**config.mk**
```make
export PLATFORM = sky130hd
export DESIGN_NAME = sys_ctrl_rx_decoder
export DESIGN_NICKNAME = d
export VERILOG_FILES = /design/src/rtl/sys_ctrl_pkg.sv /design/src/rtl/sys_ctrl_tmo_cnt.sv /design/src/rtl/sys_ctrl_rx_decoder.sv
export SDC_FILE = /design/constraint.sdc
export NUM_CORES = 1
export LEC_CHECK = 0
export BUFFER_PORTS_ARGS = -buffer_cell sky130_fd_sc_hd__buf_2
export CAP_MARGIN = 10
export CORE_ASPECT_RATIO = 0.75
export CORE_MARGIN = 8
export CORE_UTILIZATION = 56
export CTS_CLUSTER_DIAMETER = 120
export DETAILED_ROUTE_END_ITERATION = 10
export PLACE_DENSITY = 0.79
export RECOVER_POWER = 25
export SLEW_MARGIN = 30
export SYNTH_ARGS = -nofsm -noshare
export SYNTH_HDL_FRONTEND = slang
export SYNTH_HIERARCHICAL = 1
export SYNTH_SLANG_ARGS = --single-unit
```
**constraint.sdc**
```tcl
create_clock -name CLK -period 2.24 [get_ports CLK]
set_clock_uncertainty 0.15 [all_clocks]
set_input_delay 0.336 -clock CLK [delete_from_list [all_inputs] [get_ports CLK]]
set_output_delay 0.336 -clock CLK [all_outputs]
set_load 0.005 [all_outputs]
```
**src/rtl/sys_ctrl_pkg.sv**
```systemverilog
// sys_ctrl_pkg: shared command codes, operand addresses and decoder states
package sys_ctrl_pkg;
  localparam logic [7:0] CMD_RF_WR   = 8'hAA;
  localparam logic [7:0] CMD_RF_RD   = 8'hBB;
  localparam logic [7:0] CMD_ALU_OP  = 8'hCC;
  localparam logic [7:0] CMD_ALU_NOP = 8'hDD;
  localparam int OPA_ADDR = 0;
  localparam int OPB_ADDR = 1;
  typedef enum logic [2:0] {
    S_IDLE    = 3'd0,
    S_WR_ADDR = 3'd1,
    S_WR_DATA = 3'd2,
    S_RD_ADDR = 3'd3,
    S_OP_A    = 3'd4,
    S_OP_B    = 3'd5,
    S_ALU_FUN = 3'd6
  } state_e;
endpackage

```
**src/rtl/sys_ctrl_tmo_cnt.sv**
```systemverilog
// sys_ctrl_tmo_cnt: inter-byte idle counter that pulses o_expire when a frame stalls
module sys_ctrl_tmo_cnt #(
  parameter int TMO_WD = 16,
  parameter logic [TMO_WD-1:0] TMO_CYC = 16'd50000
) (
  input  logic CLK,
  input  logic RST,
  input  logic i_clr,
  input  logic i_en,
  output logic o_expire
);
  localparam logic [TMO_WD-1:0] LIM = TMO_CYC - 1'b1;
  logic [TMO_WD-1:0] r_cnt;
  // an arriving byte (i_clr) always beats expiry in the same cycle
  assign o_expire = i_en & ~i_clr & (r_cnt == LIM);
  always_ff @(posedge CLK) begin
    if (RST || i_clr || !i_en || o_expire) r_cnt <= '0;
    else r_cnt <= r_cnt + 1'b1;
  end
endmodule

```
**src/rtl/sys_ctrl_rx_decoder.sv**
```systemverilog
// sys_ctrl_rx_decoder: decodes UART command frames into register-file and ALU strobes
module sys_ctrl_rx_decoder
  import sys_ctrl_pkg::*;
#(
  parameter int DATA_WD = 8,
  parameter int ADDR_WD = 4,
  parameter int FUN_WD = 4,
  parameter int TMO_WD = 16,
  parameter logic [TMO_WD-1:0] TMO_CYC = 16'd50000
) (
  input  logic               CLK,
  input  logic               RST,
  input  logic [DATA_WD-1:0] RX_P_DATA,
  input  logic               RX_D_VLD,
  input  logic               PAR_ERR,
  input  logic               STP_ERR,
  output logic               WrEn,
  output logic               RdEn,
  output logic [ADDR_WD-1:0] Address,
  output logic [DATA_WD-1:0] WrData,
  output logic               ALU_EN,
  output logic [FUN_WD-1:0]  ALU_FUN,
  output logic               CLK_GATE_EN,
  output logic               FRAME_ERR
);
  state_e r_state, w_nxt;
  logic r_wr, r_rd, r_alu, r_ferr;
  logic [ADDR_WD-1:0] r_wr_addr, r_addr, w_wr_addr;
  logic [DATA_WD-1:0] r_wdata;
  logic [FUN_WD-1:0] r_fun;
  logic w_acc, w_err, w_exp, w_cmd, w_wr, w_rd, w_alu;
  assign w_err = RX_D_VLD & (PAR_ERR | STP_ERR);
  assign w_acc = RX_D_VLD & ~(PAR_ERR | STP_ERR);
  assign w_cmd = RX_P_DATA inside {CMD_RF_WR, CMD_RF_RD, CMD_ALU_OP, CMD_ALU_NOP};
  assign w_wr = w_acc & (r_state inside {S_WR_DATA, S_OP_A, S_OP_B});
  assign w_rd = w_acc & (r_state == S_RD_ADDR);
  assign w_alu = w_acc & (r_state == S_ALU_FUN);
  assign w_wr_addr = r_state == S_WR_DATA ? r_wr_addr :
                     r_state == S_OP_A ? ADDR_WD'(OPA_ADDR) : ADDR_WD'(OPB_ADDR);
  sys_ctrl_tmo_cnt #(.TMO_WD(TMO_WD), .TMO_CYC(TMO_CYC)) u_tmo (
    .CLK      (CLK),
    .RST      (RST),
    .i_clr    (RX_D_VLD),
    .i_en     (r_state != S_IDLE),
    .o_expire (w_exp)
  );
  always_comb begin
    w_nxt = r_state;
    if (w_err || w_exp) w_nxt = S_IDLE;
    else if (w_acc)
      case (r_state)
        S_IDLE:    w_nxt = RX_P_DATA == CMD_RF_WR  ? S_WR_ADDR :
                           RX_P_DATA == CMD_RF_RD  ? S_RD_ADDR :
                           RX_P_DATA == CMD_ALU_OP ? S_OP_A :
                           RX_P_DATA == CMD_ALU_NOP ? S_ALU_FUN : S_IDLE;
        S_WR_ADDR: w_nxt = S_WR_DATA;
        S_OP_A:    w_nxt = S_OP_B;
        S_OP_B:    w_nxt = S_ALU_FUN;
        default:   w_nxt = S_IDLE;
      endcase
  end
  always_ff @(posedge CLK) begin
    if (RST) begin
      r_state   <= S_IDLE;
      r_wr      <= 1'b0;
      r_rd      <= 1'b0;
      r_alu     <= 1'b0;
      r_ferr    <= 1'b0;
      r_wr_addr <= '0;
      r_addr    <= '0;
      r_wdata   <= '0;
      r_fun     <= '0;
    end else begin
      r_state <= w_nxt;
      r_wr    <= w_wr;
      r_rd    <= w_rd;
      r_alu   <= w_alu;
      r_ferr  <= w_err | w_exp | (w_acc & (r_state == S_IDLE) & ~w_cmd);
      if (w_acc && r_state == S_WR_ADDR) r_wr_addr <= RX_P_DATA[ADDR_WD-1:0];
      if (w_wr) r_addr <= w_wr_addr;
      else if (w_rd) r_addr <= RX_P_DATA[ADDR_WD-1:0];
      if (w_wr) r_wdata <= RX_P_DATA;
      if (w_alu) r_fun <= RX_P_DATA[FUN_WD-1:0];
    end
  end
  assign WrEn        = r_wr;
  assign RdEn        = r_rd;
  assign ALU_EN      = r_alu;
  assign FRAME_ERR   = r_ferr;
  assign Address     = r_addr;
  assign WrData      = r_wdata;
  assign ALU_FUN     = r_fun;
  assign CLK_GATE_EN = r_alu | (r_state inside {S_OP_A, S_OP_B, S_ALU_FUN});
endmodule

```
* Word level (Yosys, flattened, before mapping)
Index checks and enable logic that the tools add are counted.
** Word-level totals
- Output and inout bits :: 21
- Register bits :: 43
- Input bits :: 13
** Cells by class
- Muxes and demuxes :: 9
- Reductions and logical operators :: 13
- Bitwise logic cells :: 16
- Eq/ne operators :: 11
- Add/sub/neg operators :: 1
** Operator list (count)
- $eq A8 B8 Y1 const B :: 4
- $add A16 B1 Y16 const B :: 1
- $eq A16 B16 Y1 const B :: 1
- $mux W3 :: 4
- $mux W4 :: 3
- $pmux W3 S4 :: 1
- $and A1 B1 Y1 :: 9
- $eq A3 B3 Y1 const B :: 3
- $reduce_bool A3 Y1 :: 3
- $eq A3 B2 Y1 const B :: 2
- $logic_or A1 B1 Y1 :: 4
- $or A1 B1 Y1 :: 4
- $reduce_bool A4 Y1 :: 1
- $eq A3 B1 Y1 const B :: 1
- $logic_not A3 Y1 :: 1
- $not A1 Y1 :: 3
- $reduce_bool A2 Y1 :: 1
- $reduce_or A2 Y1 :: 1
- $logic_and A1 B1 Y1 :: 1
- $logic_not A1 Y1 :: 1
- $mux W1 :: 1

* Longest topological paths before layout
Gate-level depths: netlist (run 1).
- Depth after elaboration :: 6
- Gate-level depth with buffers :: 7

* Modules after synthesis
The synthesis (run 1) kept the hierarchy.
** Modules (own cells, without submodules)
- sys_ctrl_rx_decoder :: area an instance 1405.1 µm², seq. area each 540.5 µm², cells an instance 156, times used 1
- sys_ctrl_tmo_cnt :: area an instance 785.8 µm², seq. area each 320.3 µm², cells an instance 82, times used 1

* Least setup slack after synthesis (run 1)
No wires, ideal clock.
- Path kind :: input-to-reg
- From :: input port PAR_ERR
- To :: register r_addr[0], in the netlist Address[0]
- Arrival :: 1.414 ns
- Library setup time :: 0.134 ns
- Cell stages on the path :: 4
- Setup slack :: 0.542 ns
- Cells stage by stage :: buf_2 > or4b_2 > o221ai_1 > a211oi_1
** Between the ends
- Cells in the longest elaborated chain, start to end :: 5
- Elaborated cells on any way between the ends :: 7
- Those cells by class :: mux: 1; bitwise: 5; reduce/logical: 1
** Ends and longest elaborated chain
- start: declaration :: RTL line sys_ctrl_rx_decoder.sv:15 : input logic PAR_ERR,
- $or A1 B1 Y1 (*) :: RTL line sys_ctrl_rx_decoder.sv:33 : assign w_acc = RX_D_VLD & ~(PAR_ERR | STP_ERR);
- $not A1 Y1 (*) :: RTL line sys_ctrl_rx_decoder.sv:33
- $and A1 B1 Y1 (*) :: RTL line sys_ctrl_rx_decoder.sv:33
- $and A1 B1 Y1 (on tied branches) :: RTL line sys_ctrl_rx_decoder.sv:35, sys_ctrl_rx_decoder.sv:36
- $mux W4 / $reduce_bool A2 Y1 (equally long branches)
- end signal: assignment :: RTL line sys_ctrl_rx_decoder.sv:80 : if (w_wr) r_addr <= w_wr_addr;
- end signal: assignment :: RTL line sys_ctrl_rx_decoder.sv:81 : else if (w_rd) r_addr <= RX_P_DATA[ADDR_WD-1:0];
- end: declaration :: RTL line sys_ctrl_rx_decoder.sv:28 : logic [ADDR_WD-1:0] r_wr_addr, r_addr, w_wr_addr;
Every way passes the cells marked *; elsewhere a longest branch is shown, timed or not.
A chain may end at the register's enable or synchronous reset.

* Worst setup path in the final report (run 1)
- From :: register r_state[1]
- To :: output port CLK_GATE_EN
** Between the ends
- Cells in the longest elaborated chain, start to end :: 3
- Elaborated cells on any way between the ends :: 5
- Those cells by class :: eq/ne: 3; bitwise: 1; reduce/logical: 1
** Ends and longest elaborated chain
- start: declaration :: RTL line sys_ctrl_rx_decoder.sv:26 : state_e r_state, w_nxt;
- start signal: assignment :: RTL line sys_ctrl_rx_decoder.sv:74 : r_state <= w_nxt;
- $eq A3 B3 Y1 :: RTL line sys_ctrl_rx_decoder.sv:93 : assign CLK_GATE_EN = r_alu | (r_state inside {S_OP_A, S_OP_B, S_ALU_FUN});
- $reduce_bool A3 Y1 (*) :: RTL line sys_ctrl_rx_decoder.sv:93
- $or A1 B1 Y1 (*) :: RTL line sys_ctrl_rx_decoder.sv:93
- end: declaration :: RTL line sys_ctrl_rx_decoder.sv:23 : output logic CLK_GATE_EN,
Marked as above.

==> summary.txt, run 1 <==
Worst setup path
  • CP Launch Type: register
  • Crit Path Class: reg2out
  • Top Family by Delay on Critical Path: flip-flops
  • Max stage delay cell, worst path: dfxtp_1
  • Critical path buffers and inverters: 2
  • Worst-path maximum fanout: 11
  • Critical Path Max Stage Delay: 0.53 ns
  • Worst EP arrival: 1.44 ns
  • Worst Setup End Kind: primary output
  • Crit path required time: 1.75 ns
  • Critical Path, Cell by Cell: buf_4 -> nand2_1 -> a21o_1 -> buf_2

Global routing
  • Global-route total usage across every layer: 15.6%
  • Initial antenna violation count: 0
  • First-pass GRT wire length: 7.80 mm
  • Grt total ovfl: 0
  • Largest net degree at the start of global routing: 40
  • Vias in the first global route: 1693

Placed design
  • DP Area: 2370 µm²
  • Placed Instances: 313
  • Final RePlAce weighted congestion: 0.820
  • Port bufs: 33
  • Pre-CTS WS: 0.373 ns
  • DP HPWL: 3.34 mm

Layout
  • Diodes inserted: 0
  • Final Non-Filler Cells: 321
  • Final net count: 282
  • Fill cells: 327
  • Post-layout util: 66.7%
  • Share of layout cells above drive strength 1: 20.4%
  • Final instance area: 2470 µm²
  • Synth-to-Final Area Change: 12.8%

Synthesis
  • Xor-xnor portion of the synthesized cell area: 6.00%
  • Top_reg_cell synth: dfxtp_1
  • Largest family of logic cells by synthesized area: simple AND/OR/NAND/NOR gates
  • Post-Synthesis Cells: 238
  • Post-synthesis average cell area: 9.21 µm²
  • Syn Std Cell Area: 2190 µm²
  • EDFF count, synth: 0
  • Synth Area in Compound Gates: 11.0%
  • Syn nets: 252
  • Biggest area consumer among synthesized cells: dfxtp_1
  • Simple-gate share of the synthesized area: 33.0%
  • Count leader, synth: dfxtp_1
  • Most common library cells after synthesis: 43 x dfxtp_1, 20 x nor2_1, 19 x nand2b_1
  • Seq/Total Area, Yosys: 39.3%
  • Ys async rst share: 0%
  • Adder-Cell Fraction of Synth Area: 0.571%
  • Synth top area cells: dfxtp_1 39%, nand2b_1 5.4%, xnor2_1 5.2%
  • Ys Warns: 6
  • Number of synthesized register bits: 43
  • Multiplexer area fraction after synthesis: 5.54%
  • Share of the synthesized area in the top cell type: 39.3%
  • Synth unique cells: 56

Timing
  • Relative slew slack: 56.0%
  • Final setup margin: 0.316 ns
  • TNS Setup: 0 ns
  • Final hold violations: 0
  • Final Max Tran Viols: 0
  • Tcrit/Tclk final: 85.9%
  • Post-layout min period: 1.92 ns
  • F_max: 0.520 GHz
  • RSZ-0062 raised after global routing: false
  • Final setup viols: 0
  • Least-Margin Pin Slew: 0.650 ns

Clock network
  • Worst skew pair latency: 0.29 ns
  • CTS Buf Count: 5
  • Clock Pin Slew Worst Setup and Hold Paths: 0.08 ns
  • CTS Buffer Depth: 2
  • H-tree depth: 2
  • Root buffer cell: clkbuf_8
  • Post-CTS setup buffers: 0
  • CTS tree: yes
  • Hold_buf cts: 0
  • Clk sink count: 43
  • Post-CTS sizing: 0

Worst hold path
  • Hold Crit Class: in2reg

Power and ir drop
  • Pwr dens: 581 nW/µm²
  • P_leak: 0.000800 µW
  • Highest ir drop seen on vdd: 0.517 mV

Floorplanning
  • I/O pin cnt: 34
  • Initial core utilization: 59.1%
  • Cell Rows: 19
  • Die Ht: 70.2 µm
  • Die footprint: 6190 µm²
  • Chip width: 88.2 µm
  • Core area: 3710 µm²

Drt
  • Drc violations: 0
  • Post-DRT Antenna Nets: 0
  • Drt via density: 5.50
  • Per-cell routed wire length: 14.4 µm
  • DR pass1 iterations: 4
  • Initial drt markers: 88
  • WL final: 4.61 mm
  • Via count: 1767

Run
  • Max Cap Viol: 0

Outcome
  • Status: completed
==> layer usage <==
layer  track usage (%)  share of wire (%)  vias up
met4              4.49               0.72        0
met1              21.9                 49      806
met2              21.9                 41       51
li1                  -                  -      906
met3              5.02                8.9        4
met5                 0                  0        -
==> metrics by stage <==
step	hold slack, ns	total power [µW]
3_5_place_dp	0.312	854
2_1_floorplan	0.263	829
6_report	0.176	1440
3_3_place_gp	0.306	853
5_1_grt	0.206	1490
4_1_cts	0.167	1450
==> flip-flops by register name, summed over array words and instances, names as in the netlist <==
register     cells
ALU_EN           1
ALU_FUN          4
Address          4
FRAME_ERR        1
RdEn             1
WrData           8
WrEn             1
r_state          3
r_wr_addr        4
u_tmo/r_cnt     16
==> final cells by class <==
class | instances | area (µm²) | share of cell area [%]
Timing Repair Buffer | 36 | 175 | 7.09
Clock inverter | 3 | 43.8 | 1.77
Inverter | 8 | 30.0 | 1.21
Sequential cell | 43 | 861 | 34.8
Tap cell | 52 | 65.1 | 2.63
Clock buffer | 5 | 68.8 | 2.78
Multi-Input combinational cell | 174 | 1230 | 49.7
==> kinds of logic after synthesis <==
family	count (synthesis)
AND/OR/NAND/NOR	110
flip-flops	43
AO/OA/AOI/OAI	36
buffers and inverters	21
XOR/XNOR	15
multiplexers	12
adder cells (fa/ha/maj)	1
==> report_power, final <==
part	total [µW]	internal [µW]	switching (µW)
combinational	71.4	29.1	42.3
clock	599	332	267
sequential	765	765	0.316
total	1440	1130	310
==> final timing paths <==
check	start	endpoint	slack, ns	cells after the start
hold reg to reg	WrData[3]	WrData[3]	0.32	2
setup reg to reg	r_state[2]	r_state[1]	0.35	6
hold / removal	RX_P_DATA[7]	WrData[7]	0.18	3
setup / recovery	r_state[1]	CLK_GATE_EN	0.32	4
==> worst register-to-register path: stages, from the launching register on <==
cell,delay [ns]
dfxtp_1,0.47
or3_1,0.40
nand2b_1,0.13
nor2_1,0.07
nor2_1,0.22
nand2b_1,0.10
a211oi_1,0.24
==> cell usage in the layout (no fill, tap or decap), types with 4 or more instances in the layout <==
master and count:
o21ai_0 8, inv_1 8, a21oi_1 11, mux2i_1 11, nor3_1 7, xnor2_1 13, buf_2 23, nand2_1 7
or3_1 4, clkbuf_8 5, dfxtp_1 43, nand3_1 12, nor2_1 20, nand2b_1 19, nor4_2 5, clkbuf_1 10
Power figures use the tool's default switching activity.
==> run 2, diff against run 1 <==
--- a/config.mk
+++ b/config.mk
@@ -7,12 +7,14 @@
 export LEC_CHECK = 0
 export BUFFER_PORTS_ARGS = -buffer_cell sky130_fd_sc_hd__buf_2
 export CAP_MARGIN = 10
+export CELL_PAD_IN_SITES_DETAIL_PLACEMENT = 1
+export CELL_PAD_IN_SITES_GLOBAL_PLACEMENT = 2
 export CORE_ASPECT_RATIO = 0.75
 export CORE_MARGIN = 8
-export CORE_UTILIZATION = 56
+export CORE_UTILIZATION = 34
 export CTS_CLUSTER_DIAMETER = 120
 export DETAILED_ROUTE_END_ITERATION = 10
-export PLACE_DENSITY = 0.79
+export PLACE_DENSITY_LB_ADDON = 0.1
 export RECOVER_POWER = 25
 export SLEW_MARGIN = 30
 export SYNTH_ARGS = -nofsm -noshare
==> run 2 against run 1 <==
Net effect: highest routed layer unchanged; sequential power hardly changed; critical path depth is the same; count of clock-buffer cells in the layout up 1; non-clock buffer count increased by 2.
==> summary.txt, run 2 (synthesis results as in run 1) <==
Floorplanning
  • Initial core utilization: 35.0% (-24 points)
  • Core area: 6260 µm² (+69%)
  • I/O pin cnt: 34 (unchanged)
  • Chip width: 109 µm (+23%)
  • Die Ht: 85.5 µm (+22%)
  • Cell Rows: 25 (+6)
  • Die footprint: 9300 µm² (+50%)

Power and ir drop
  • Power, Total: 1310 µW (-8.9%)
  • P_leak: 0.000790 µW (-1.3%)
  • Pwr dens: 527 nW/µm² (-9.3%)
  • Highest ir drop seen on vdd: 0.180 mV (-65%)

Layout
  • Final Non-Filler Cells: 350 (+9.0%)
  • Post-layout util: 39.7% (-27 points)
  • Reg area: 861 µm² (unchanged)
  • Multi-input gate area: 1230 µm² (unchanged)
  • Share of layout cells above drive strength 1: 20.1% (-0.37 points)
  • Fill cells: 755 (+130%)
  • Largest register FFs: 16 (unchanged)
  • Synth-to-Final Area Change: 13.4%
  • Final net count: 284 (+0.71%)
  • Largest Register: u_tmo/r_cnt
  • Most common cell after layout, fill and taps aside: dfxtp_1
  • Diodes inserted: 0 (unchanged)
  • Leading cell types in the layout, fill and taps excluded: 43 x dfxtp_1, 23 x buf_2, 20 x nor2_1, 19 x nand2b_1, 13 x xnor2_1

Clock network
  • Post-CTS setup buffers: 0 (unchanged)
  • Root buffer cell: clkbuf_8
  • Worst skew pair latency: 0.30 ns (about the same)
  • Clock Pin Slew Worst Setup and Hold Paths: 0.08 ns (about the same)
  • Clk sink count: 43 (unchanged)
  • Hold_buf cts: 0 (unchanged)
  • CTS Buf Count: 5 (unchanged)
  • CTS tree: yes
  • CTS Buffer Depth: 2 (unchanged)
  • Post-CTS sizing: 0 (unchanged)
  • H-tree depth: 2 (unchanged)

Global routing
  • Vias in the first global route: 1866 (+10%)
  • Initial antenna violation count: 0 (unchanged)
  • Largest net degree at the start of global routing: 40 (unchanged)
  • Grt total ovfl: 0 (unchanged)
  • Global-route total usage across every layer: 13.2% (-2.4 points)
  • First-pass GRT wire length: 9.69 mm (+24%)

Drt
  • DR pass1 iterations: 4 (unchanged)
  • Per-cell routed wire length: 16.3 µm (+14%)
  • WL final: 5.72 mm (+24%)
  • Initial drt markers: 90 (+2.3%)
  • Post-DRT Antenna Nets: 0 (unchanged)
  • Drt via density: 5.09 (-7.6%)
  • Via count: 1781 (+0.79%)
  • Drc violations: 0 (unchanged)

Timing
  • Least-Margin Pin Slew: 0.483 ns (-0.167 ns)
  • F_max: 0.525 GHz (+0.90%)
  • TNS Setup: 0 ns (unchanged)
  • Tcrit/Tclk final: 85.1% (-0.77 points)
  • Final setup viols: 0 (unchanged)
  • Final hold violations: 0 (unchanged)
  • Post-layout min period: 1.91 ns (-0.0172 ns)
  • Final Max Tran Viols: 0 (unchanged)
  • Relative slew slack: 67.3% (+11 points)
  • RSZ-0062 raised after global routing: false

Worst setup path
  • Worst setup path startpoint: r_state[1]
  • Setup slack, reg-to-reg: 0.40 ns (+0.05 ns)
  • R2r endpoint: WrData[0]
  • Crit path required time: 1.75 ns (about the same)
  • Max stage delay cell, worst path: dfxtp_1
  • Crit Path Class: reg2out
  • Critical path buffers and inverters: 2 (unchanged)
  • CP Launch Type: register
  • Worst Setup EP: CLK_GATE_EN
  • Reg-to-Reg Start: r_state[1]
  • Cell count along the critical path: 4 (unchanged)
  • Critical Path Max Stage Delay: 0.50 ns (-0.03 ns)
  • Worst-path maximum fanout: 10 (-1)
  • Top Family by Delay on Critical Path: flip-flops
  • Worst EP arrival: 1.42 ns (-0.02 ns)
  • FF-to-FF path depth: 3 (-3)
  • Critical Path, Cell by Cell: buf_4 -> nand2_1 -> a21o_1 -> buf_2
  • Worst Setup End Kind: primary output

Placed design
  • Final RePlAce weighted congestion: 0.736 (-10%)
  • Port bufs: 33 (unchanged)
  • DP HPWL: 4.21 mm (+26%)
  • Placed Instances: 344 (+9.9%)

Worst hold path
  • Hold Crit Class: in2reg

Outcome
  • Status: completed

Run
  • Max Cap Viol: 0 (unchanged)
[run 2: cell count changes in the layout (fill, tap and decap cells not counted)]
cell       previous run  this run
clkinv_2              1         0
clkbuf_1             10        11
bufinv_16             1         0
clkinv_4              1         0
buf_4                 3         5
[run 2: metal layers]
metal	up-vias	track usage, %	wire length, µm	part of all wire [%]
met5	-	0	0	0
met4	0	5.20	89	1.6
met3	8	4.04	297	5.2
met2	33	16.6	2150	38
met1	835	19.9	3180	56
li1	905	-	-	-
[run 2: area by class of cell]
| class | count | area share, % |
|---|---|---|
| multi-input combinational | 174 | 49.5 |
| sequential | 43 | 34.7 |
| timing repair buffer | 38 | 7.66 |
| tap | 81 | 4.08 |
| clock buffer | 6 | 2.92 |
| inverter | 8 | 1.21 |
[run 2: worst min-delay path by stage]
stage,start,end,slack [ns],cells past startpoint
floorplan,RST,u_tmo/r_cnt[2],0.26,1
global placement,WrData[1],WrData[1],0.31,2
detailed placement,WrData[5],WrData[5],0.31,2
CTS,RX_P_DATA[7],WrData[7],0.15,3
global route,RX_P_DATA[6],WrData[6],0.16,3
finish,RX_P_DATA[7],WrData[7],0.16,3
[run 2: power breakdown]
group	internal (µW)	switching (µW)
Combinational	30.0	45.2
Clock	208	260
Sequential	765	0.347
[run 2: worst min-delay path, cell delays in order]
cell and delay, ns:
buf_2 0.11, nand2b_1 0.06, mux2i_1 0.06
[run 2: through the flow]
stage	setup slack [ns]	area, µm²	hold WS, ns
3_3_place_gp	0.406	2420	0.307
3_5_place_dp	0.374	2420	0.314
2_1_floorplan	0.542	2190	0.263
6_report	0.334	2480	0.162
4_1_cts	0.326	2500	0.152
5_1_grt	0.256	2480	0.159
